==> src/rtl/comp_8bit.sv <==
// Registered magnitude comparator: one-hot G/E/L plus MAX, MIN and |A-B|, unsigned or signed per operand pair.
// Latency: one cycle from an in_valid edge to out_valid; results hold while in_valid is low.
// Backpressure: none; accepts one operand pair per cycle.
module comp_8bit #(
    parameter int WIDTH = 8
) (
    input  logic             clk,
    input  logic             rst,
    input  logic [WIDTH-1:0] A,
    input  logic [WIDTH-1:0] B,
    input  logic             in_valid,
    input  logic             signed_mode,
    output logic             G,
    output logic             E,
    output logic             L,
    output logic             out_valid,
    output logic [WIDTH-1:0] MAX,
    output logic [WIDTH-1:0] MIN,
    output logic [WIDTH-1:0] DIFF
);

    logic [WIDTH-1:0] a_key;
    logic [WIDTH-1:0] b_key;
    logic             gt_c;
    logic             eq_c;
    logic             decided;
    logic [WIDTH-1:0] max_c;
    logic [WIDTH-1:0] min_c;
    logic [WIDTH-1:0] diff_c;

    // Flipping the sign bit maps two's-complement order onto unsigned order.
    always_comb begin
        a_key = A;
        b_key = B;
        a_key[WIDTH-1] = A[WIDTH-1] ^ signed_mode;
        b_key[WIDTH-1] = B[WIDTH-1] ^ signed_mode;
    end

    // MSB-first cascade: the first differing bit decides the ordering.
    always_comb begin
        gt_c    = 1'b0;
        decided = 1'b0;
        for (int i = WIDTH - 1; i >= 0; i--) begin
            if (!decided && (a_key[i] != b_key[i])) begin
                gt_c    = a_key[i];
                decided = 1'b1;
            end
        end
        eq_c = (A == B);
    end

    always_comb begin
        max_c  = (gt_c || eq_c) ? A : B;
        min_c  = (gt_c || eq_c) ? B : A;
        diff_c = max_c - min_c;
    end

    always_ff @(posedge clk) begin
        if (rst) begin
            G         <= 1'b0;
            E         <= 1'b0;
            L         <= 1'b0;
            out_valid <= 1'b0;
            MAX       <= '0;
            MIN       <= '0;
            DIFF      <= '0;
        end else begin
            out_valid <= in_valid;
            if (in_valid) begin
                G    <= gt_c;
                E    <= eq_c;
                L    <= !gt_c && !eq_c;
                MAX  <= max_c;
                MIN  <= min_c;
                DIFF <= diff_c;
            end
        end
    end

endmodule

==> config.mk <==
export PLATFORM = sky130hd
export DESIGN_NAME = comp_8bit
export DESIGN_NICKNAME = d
export VERILOG_FILES = /design/src/rtl/comp_8bit.sv
export SDC_FILE = /design/constraint.sdc
export NUM_CORES = 1
export LEC_CHECK = 0
export CAP_MARGIN = 25
export CORE_UTILIZATION = 45
export DETAILED_ROUTE_END_ITERATION = 6
export PLACE_DENSITY_LB_ADDON = 0.05
export RECOVER_POWER = 25
export SLEW_MARGIN = 20
export SYNTH_ARGS = -nofsm -noshare
export SYNTH_HDL_FRONTEND = slang
export SYNTH_SLANG_ARGS = --single-unit
==> constraint.sdc <==
create_clock -name clk -period 2.7 [get_ports clk]
set_clock_uncertainty 0.2 [all_clocks]
set_input_delay 0.27 -clock clk [delete_from_list [all_inputs] [get_ports clk]]
set_output_delay 0.27 -clock clk [all_outputs]
set_load 0.05 [all_outputs]
# --- Word-level counts from Yosys, hierarchy flattened ---
# Cells that the tools add are included.
totals:
  input_bits: 20
  wordCells: 54
  output_inout_bits: 28
  ff_bits: 28
classes:
  bitwise_logic: 2
  n_reduce_logical: 18
  eq_ne: 9
  muxes: 17
  n_addsub: 1
op_table:
  columns: ["op", "count"]
  rows:
  - ["2-to-1 mux 8 bit", 2]
  - ["2-to-1 mux 1 bit", 15]
  - ["zero test 1 bit", 9]
  - ["equality test 8 bit", 1]
  - ["logical AND 1 bit", 8]
  - ["inequality test 1 bit", 8]
  - ["subtractor 8 bit", 1]
  - ["XOR 1 bit", 2]
  - ["logical OR 1 bit", 1]

# --- Longest topological paths before layout ---
# Gate-level depths: netlist of run 1.
logic_depth:
  word_depth: 27
  depth_mapped: 10
  ltp_nobuf: 8

# --- Worst setup path after synthesis of run 1 ---
# Ideal clock, no wire load.
synth_path:
  kind: "input to register"
  start: "in A[4]"
  end: "reg DIFF[6]"
  setup_time_ps: 103
  n_path_buf: 1
  t_required_ps: 2397
  stages: 9
  arrival_ps: 2148
  path_slack_ps: 249
  path_cell_list: "buf_6 -> nor2b_4 -> o211ai_4 -> a41oi_4 -> or3_4 -> o211ai_2 -> a21oi_2 -> o2111a_1 -> a2111oi_2"
synth_via:
  elab_chain_len: 18
  elab_cells_between_ends: 24
  classes_between: "add/sub (1); eq/ne (2); mux (11); reduce/logical (10)"
synth_lines:
  columns: ["item", "line", "text"]
  rows:
  - ["from (decl)", "9", "input logic [WIDTH-1:0] A,"]
  - ["inequality test 1 bit", "44", "if (!decided && (a_key[i] != b_key[i])) begin"]
  - ["logical AND 1 bit", "44", null]
  - ["2-to-1 mux 1 bit", "44", null]
  - ["zero test 1 bit", "44", null]
  - ["logical AND 1 bit", "44", null]
  - ["2-to-1 mux 1 bit", "44", null]
  - ["zero test 1 bit", "44", null]
  - ["logical AND 1 bit", "44", null]
  - ["[... 2 more ...]", null, null]
  - ["logical AND 1 bit", "44", null]
  - ["2-to-1 mux 1 bit", "44", null]
  - ["zero test 1 bit", "44", null]
  - ["logical AND 1 bit", "44", null]
  - ["2-to-1 mux 1 bit", "44", null]
  - ["logical OR 1 bit", "53, 54", null]
  - ["2-to-1 mux 8 bit, on equally long branches", "53, 54", null]
  - ["subtractor 8 bit *", "55", "diff_c = max_c - min_c;"]
  - ["to (signal assigned)", "75", "DIFF <= diff_c;"]
  - ["to (decl)", "19", "output logic [WIDTH-1:0] DIFF"]
# Every way passes the cells marked *; elsewhere a longest branch is shown, timed or not.
# A chain may end at the register's enable or synchronous reset.

# --- Worst setup path after layout of run 1 ---
# Ends and elaborated chain as after synthesis.

==> results of run 1 <==
==> per-layer routing <==
layer | vias to the layer above | part of all wire [%]
li1 | 1048 | -
met1 | 977 | 47
met2 | 51 | 48
met3 | 9 | 3.4
met4 | 0 | 1.7
met5 | - | 0
==> through the flow <==
stage	cells	util [%]
global route	378	73.3
global placement	371	68.8
finish	378	73.3
CTS	376	70.4
detailed placement	371	68.8
floorplan	237	-
==> sequential cells by signal (all words and copies together) (netlist names) <==
name       count
DIFF           8
E              1
G              1
L              1
MAX            8
MIN            8
out_valid      1
==> cell families (layout without fill, tap and decap cells) <==
kind of cell,after synthesis,in the layout,synth area share (%)
buffers and inverters,30,121,6.85
xor gates and xnor gates,9,9,4.42
DFF,28,28,28.7
AOI/OAI and AO/OA,61,61,25.6
muxes,17,17,8.78
and+or+nand+nor,87,87,23.1
adders and majority gates,5,5,2.56
==> worst max path at each step <==
stage	endpoint	slack (ns)
3_3_place_gp	DIFF[4]	-0.36
4_1_cts	DIFF[6]	-0.002
2_1_floorplan	DIFF[6]	0.25
3_5_place_dp	DIFF[6]	-0.41
5_1_grt	DIFF[6]	-0.02
6_report	DIFF[6]	0.04
==> synthesized netlist by cell type (2+ instances only) <==
library cell | number | area [um2]
nor2b_1 | 7 | 43.8
xor2_1 | 2 | 17.5
a211oi_1 | 15 | 113
nand4b_1 | 3 | 26.3
o21ai_0 | 9 | 45.0
nor4_1 | 2 | 12.5
a311oi_1 | 5 | 43.8
a311o_1 | 2 | 20.0
o211ai_1 | 4 | 30.0
buf_2 | 7 | 35.0
mux2i_1 | 16 | 160
nand2_1 | 16 | 60.1
o21a_1 | 2 | 15.0
clkbuf_1 | 7 | 26.3
a31oi_1 | 4 | 25.0
nor2_1 | 30 | 113
a21o_1 | 2 | 15.0
o31ai_1 | 2 | 15.0
a21oi_1 | 6 | 30.0
inv_1 | 12 | 45.0
xnor2_1 | 6 | 52.6
nand2b_1 | 7 | 43.8
maj3_1 | 5 | 50.1
nand3_1 | 8 | 40.0
a41oi_4 | 2 | 55.1
nand4_1 | 3 | 18.8
dfxtp_1 | 28 | 561
==> worst max-delay path, stage by stage <==
cell	delay (ns)
dlygate4sd2_1	0.26
nor2b_4	0.15
o211ai_4	0.25
a41oi_4	0.19
buf_4	0.18
or3_4	0.40
o211ai_4	0.25
a21oi_4	0.09
o2111a_1	0.27
a2111oi_2	0.31
==> layout make-up <==
cell class | count | area share, %
Clock buffer | 4 | 1.84
Tap cell | 50 | 2.09
Timing Repair Buffer | 105 | 30.5
Inverter | 12 | 1.50
Multi-Input combinational cell | 179 | 45.3
Sequential cell | 28 | 18.7
==> what timing repair did <==
| action | in CTS | in global routing |
|---|---|---|
| gates resized for setup | 8 | 24 |
| pin swaps | 4 | 8 |
| setup endpoints to repair | 4 | 6 |
| buffers inserted | 1 | 2 |
==> report_power, final <==
part | internal [mW] | switching [mW] | total (mW) | leakage, nW
registers | 0.448 | 0.0162 | 0.464 | 0.232
clock network | 0.131 | 0.143 | 0.275 | 0.0288
logic | 0.263 | 0.347 | 0.610 | 1.04
total | 0.842 | 0.506 | 1.35 | 1.30
==> metrics.cfg, run 1 <==
[floorplanning]
initial_core_util_pct=47.8
fp.coreArea_um2=4090
fp-row-count=23
dieHeight_um=67.9
die_area_um2=4610
die_w_um=67.9
ios=48

[critical_path]
start_kind=input port
worstReg2RegEnd=DIFF[6]
rrSetupSlack_ns=1.70
endpoint_kind=flop
startpoint=A[4]
critPathKind=in2reg
crit_fanout=4
timing.rr.start=DIFF[6]
timing.critical_path.required_ns=2.69
worstPathArrival_ns=2.64
ff2ff_path_depth=2

[global_routing]
grt_pass1_vias=1829
grt_pass1_wl_um=8230
antenna_found_initial=0
grt_usage_pct=23.8
gr-max-usage-layer=met2
use_met3_pct=2.17
grt_use_met1_pct=30.8
grt.overflow.total=0
grt_max_degree=27
grt_util_met2_pct=40.2

[synthesis]
ys_warn_count=0
synth-seq-cells=28
synth.avg_cell_area_um2=8.24
ys_types=52
syn_inst=237
seq_area_frac_synth_pct=28.7
ys.flop_type=dfxtp_1
synth_edf_count=0
ys_async_sr_fraction_pct=0
syn-num-nets=257
synth_area_um2=1950

[cells_and_area]
mostFrequentLayoutCells=buf_4 (55), nor2_1 (30), dfxtp_1 (28)
stdcell_area_um2=2990
drive_gt1_share_pct=25.9
area_growth_syn_to_layout_pct=53.3
multi_input_area_um2=1360
fin_nets=349
antenna_cells=0
fillers=331
regArea_um2=561
final_common_cell=buf_4

[cts]
cts_buffers=3
cts_tree=done
cts_max_path_buffers=2
clk_pin_slew_ns=0.10
htree_levels=1
postCtsHoldBufs=0
root_buffer=clkbuf_8
clk_latency_ns=0.28
clkSinkCount=28

[placement]
post_dp_cell_area_um2=2810
port_buffers=47
dpl.hpwl_um=4110
dp_slack_ns=-0.408
gp_congestion=0.885

[pwr]
p_leak_nw=1.30
p_total_mw=1.35
p_per_area_nw_per_um2=451
max-vdd-ir-drop_mv=0.286

[timing]
final_hold_viol_count=0
timing.fmax_mhz=377
maxSlewHeadroom_pct=27.7
fin_crit_ns=2.66
fin_crit_sh_pct=98.3
drv_slew=0
layout_setup_ws_ns=0.0450
holdWs_ns=0.276
setup_violations=0
fin_setup_tns_ns=0
tightest_slew_ns=1.08

[min_path]
hold_class=reg2reg
min_path_cells=2
whs_endpoint=DIFF[7]
min_from=DIFF[7]

[route]
routed_wl_um=5560
drtIter0Drc=89
post_drt_via_cell_ratio=5.52
post_drt_wl_per_cell_um=14.7
drc=0
via_count=2085
dr.pass1.iters=4
final_antenna_net_count=0

[flow_run]
max_cap_violations=0

[outcome]
status=complete, no violations

Note: power is estimated with default switching activity, not from simulation.
==> run 2: changes to the inputs <==
- clock period: 2.7 -> 2.6 ns (I/O delays scaled with it)
==> run 2 against run 1 <==
Via count is 2.7% higher. Critical path depth did not move. Setup slack got worse by 0.021 ns. Highest routed layer unchanged. Power increased by 6.4%. Count of clock-buffer cells in the layout unchanged. Wire length rose by 5.3%. First-iteration DRC count rose by 7.9%. Cell count up 2.9%. Critical endpoint unchanged. Flip-flop and latch count is the same. Worst hold slack worse by 0.065 ns.
==> metrics.cfg, run 2 (synthesized netlist as in run 1, its figures left out) <==
[outcome]
status=complete, no violations

[floorplanning]
dieHeight_um=67.9  ; unchanged
ios=48  ; unchanged
fp-row-count=23  ; unchanged
initial_core_util_pct=47.8  ; unchanged
fp.coreArea_um2=4090  ; unchanged
die_w_um=67.9  ; unchanged
die_area_um2=4610  ; unchanged

[global_routing]
grt_usage_pct=26.6  ; +2.8 points
grt_pass1_wl_um=9250  ; +12%
grt_pass1_vias=2009  ; +9.8%
grt_max_degree=27  ; unchanged
antenna_found_initial=0  ; unchanged
grt.overflow.total=0  ; unchanged

[cells_and_area]
drive_gt1_share_pct=30.7  ; +4.8 points
antenna_cells=0  ; unchanged
fin_cells=389  ; +2.9%
top_regs=DIFF (8), MAX (8), MIN (8)
mostFrequentLayoutCells=buf_4 (65), nor2_1 (30), dfxtp_1 (28)
final_common_cell=buf_4
area_growth_syn_to_layout_pct=60.0
fin_nets=360  ; +3.2%
post-route-util_pct=76.5  ; +3.2 points

[placement]
port_buffers=47  ; unchanged
dp_slack_ns=-0.505  ; -0.0979 ns
dpl.hpwl_um=4130  ; +0.69%
dp_cells=371  ; unchanged
gp_congestion=0.885  ; about the same

[flow_run]
max_cap_violations=0  ; unchanged

[route]
routed_wl_um=5850  ; +5.3%
post_drt_via_cell_ratio=5.51  ; -0.17%
final_antenna_net_count=0  ; unchanged
drc=0  ; unchanged
via_count=2142  ; +2.7%
post_drt_wl_per_cell_um=15.0  ; +2.4%
drtIter0Drc=96  ; +7.9%
dr.pass1.iters=4  ; unchanged

[cts]
htree_levels=1  ; unchanged
clk_pin_slew_ns=0.11  ; about the same
clk_latency_ns=0.27  ; about the same
cts_buffers=3  ; unchanged
postCtsHoldBufs=0  ; unchanged
clkSinkCount=28  ; unchanged
cts_max_path_buffers=2  ; unchanged
root_buffer=clkbuf_8
cts_tree=done

[critical_path]
worstPathArrival_ns=2.56  ; -0.08 ns
rrSetupSlack_ns=1.60  ; -0.10 ns
crit_fanout=4  ; unchanged
timing.critical_path.required_ns=2.58  ; -0.11 ns
critPathKind=in2reg
start_kind=input port
endpoint_kind=flop
ff2ff_path_depth=2  ; unchanged

[timing]
fin_crit_sh_pct=99.1
holdWs_ns=0.211  ; -0.0654 ns
rsz0062_at_grt=yes
layout_setup_ws_ns=0.0244  ; -0.0206 ns
fin_setup_tns_ns=0  ; unchanged
setup_violations=0  ; unchanged
tightest_slew_ns=0.936  ; -0.148 ns
fin_crit_ns=2.58
drv_slew=0  ; unchanged
maxSlewHeadroom_pct=37.6  ; +9.9 points
timing.fmax_mhz=388
final_hold_viol_count=0  ; unchanged

[pwr]
p_leak_nw=1.35  ; +3.7%
p_per_area_nw_per_um2=459  ; +1.9%
max-vdd-ir-drop_mv=0.279  ; -2.5%

[min_path]
hold_class=in2reg
min_path_cells=3  ; +1

run 2: routing by layer:
metal,vias to the layer above,routed length [um],track usage [%]
li1,1071,-,-
met1,994,2640,33.7
met2,65,2840,45.5
met3,12,254,3.17
met4,0,128,10.4
met5,-,0,0
run 2: power by group:
group          internal [mW]  switching (mW)  total (mW)  leakage [nW]
clock network          0.136           0.150       0.286        0.0288
logic                  0.295           0.371       0.666          1.09
registers              0.465          0.0169       0.482         0.232
run 2: worst paths after layout:
kind / from / end
min: A[5] / MIN[5]
min reg2reg: DIFF[0] / DIFF[0]
max reg2reg: DIFF[6] / DIFF[6]
max: A[4] / DIFF[6]
run 2: worst max-delay path: stages:
cell and delay [ns]:
dlygate4sd2_1 0.27, nor2b_4 0.15, o211ai_4 0.22, a41oi_4 0.22, buf_6 0.18, or3_4 0.38, o211ai_4 0.21, a21oi_2 0.10
o2111a_1 0.26, a2111oi_2 0.31
run 2: final cells by class:
type | count | area (um2)
multi-input combinational | 179 | 1420
timing repair buffer | 116 | 978
fill | 318 | 961
sequential | 28 | 561
tap | 50 | 62.6
clock buffer | 4 | 55.1
inverter | 12 | 45.0
run 2: through the flow:
step	area [um2]	total power [mW]
floorplan	1950	0.859
global placement	2810	1.09
detailed placement	2810	1.10
CTS	3070	1.42
global route	3130	1.50
finish	3130	1.43
run 2: timing repair:
| item | in CTS | in global routing |
|---|---|---|
| endpoints found under the setup margin | 6 | 7 |
| setup buffers | 12 | 2 |
| gates resized for setup | 34 | 14 |
| pin swaps | 9 | 10 |
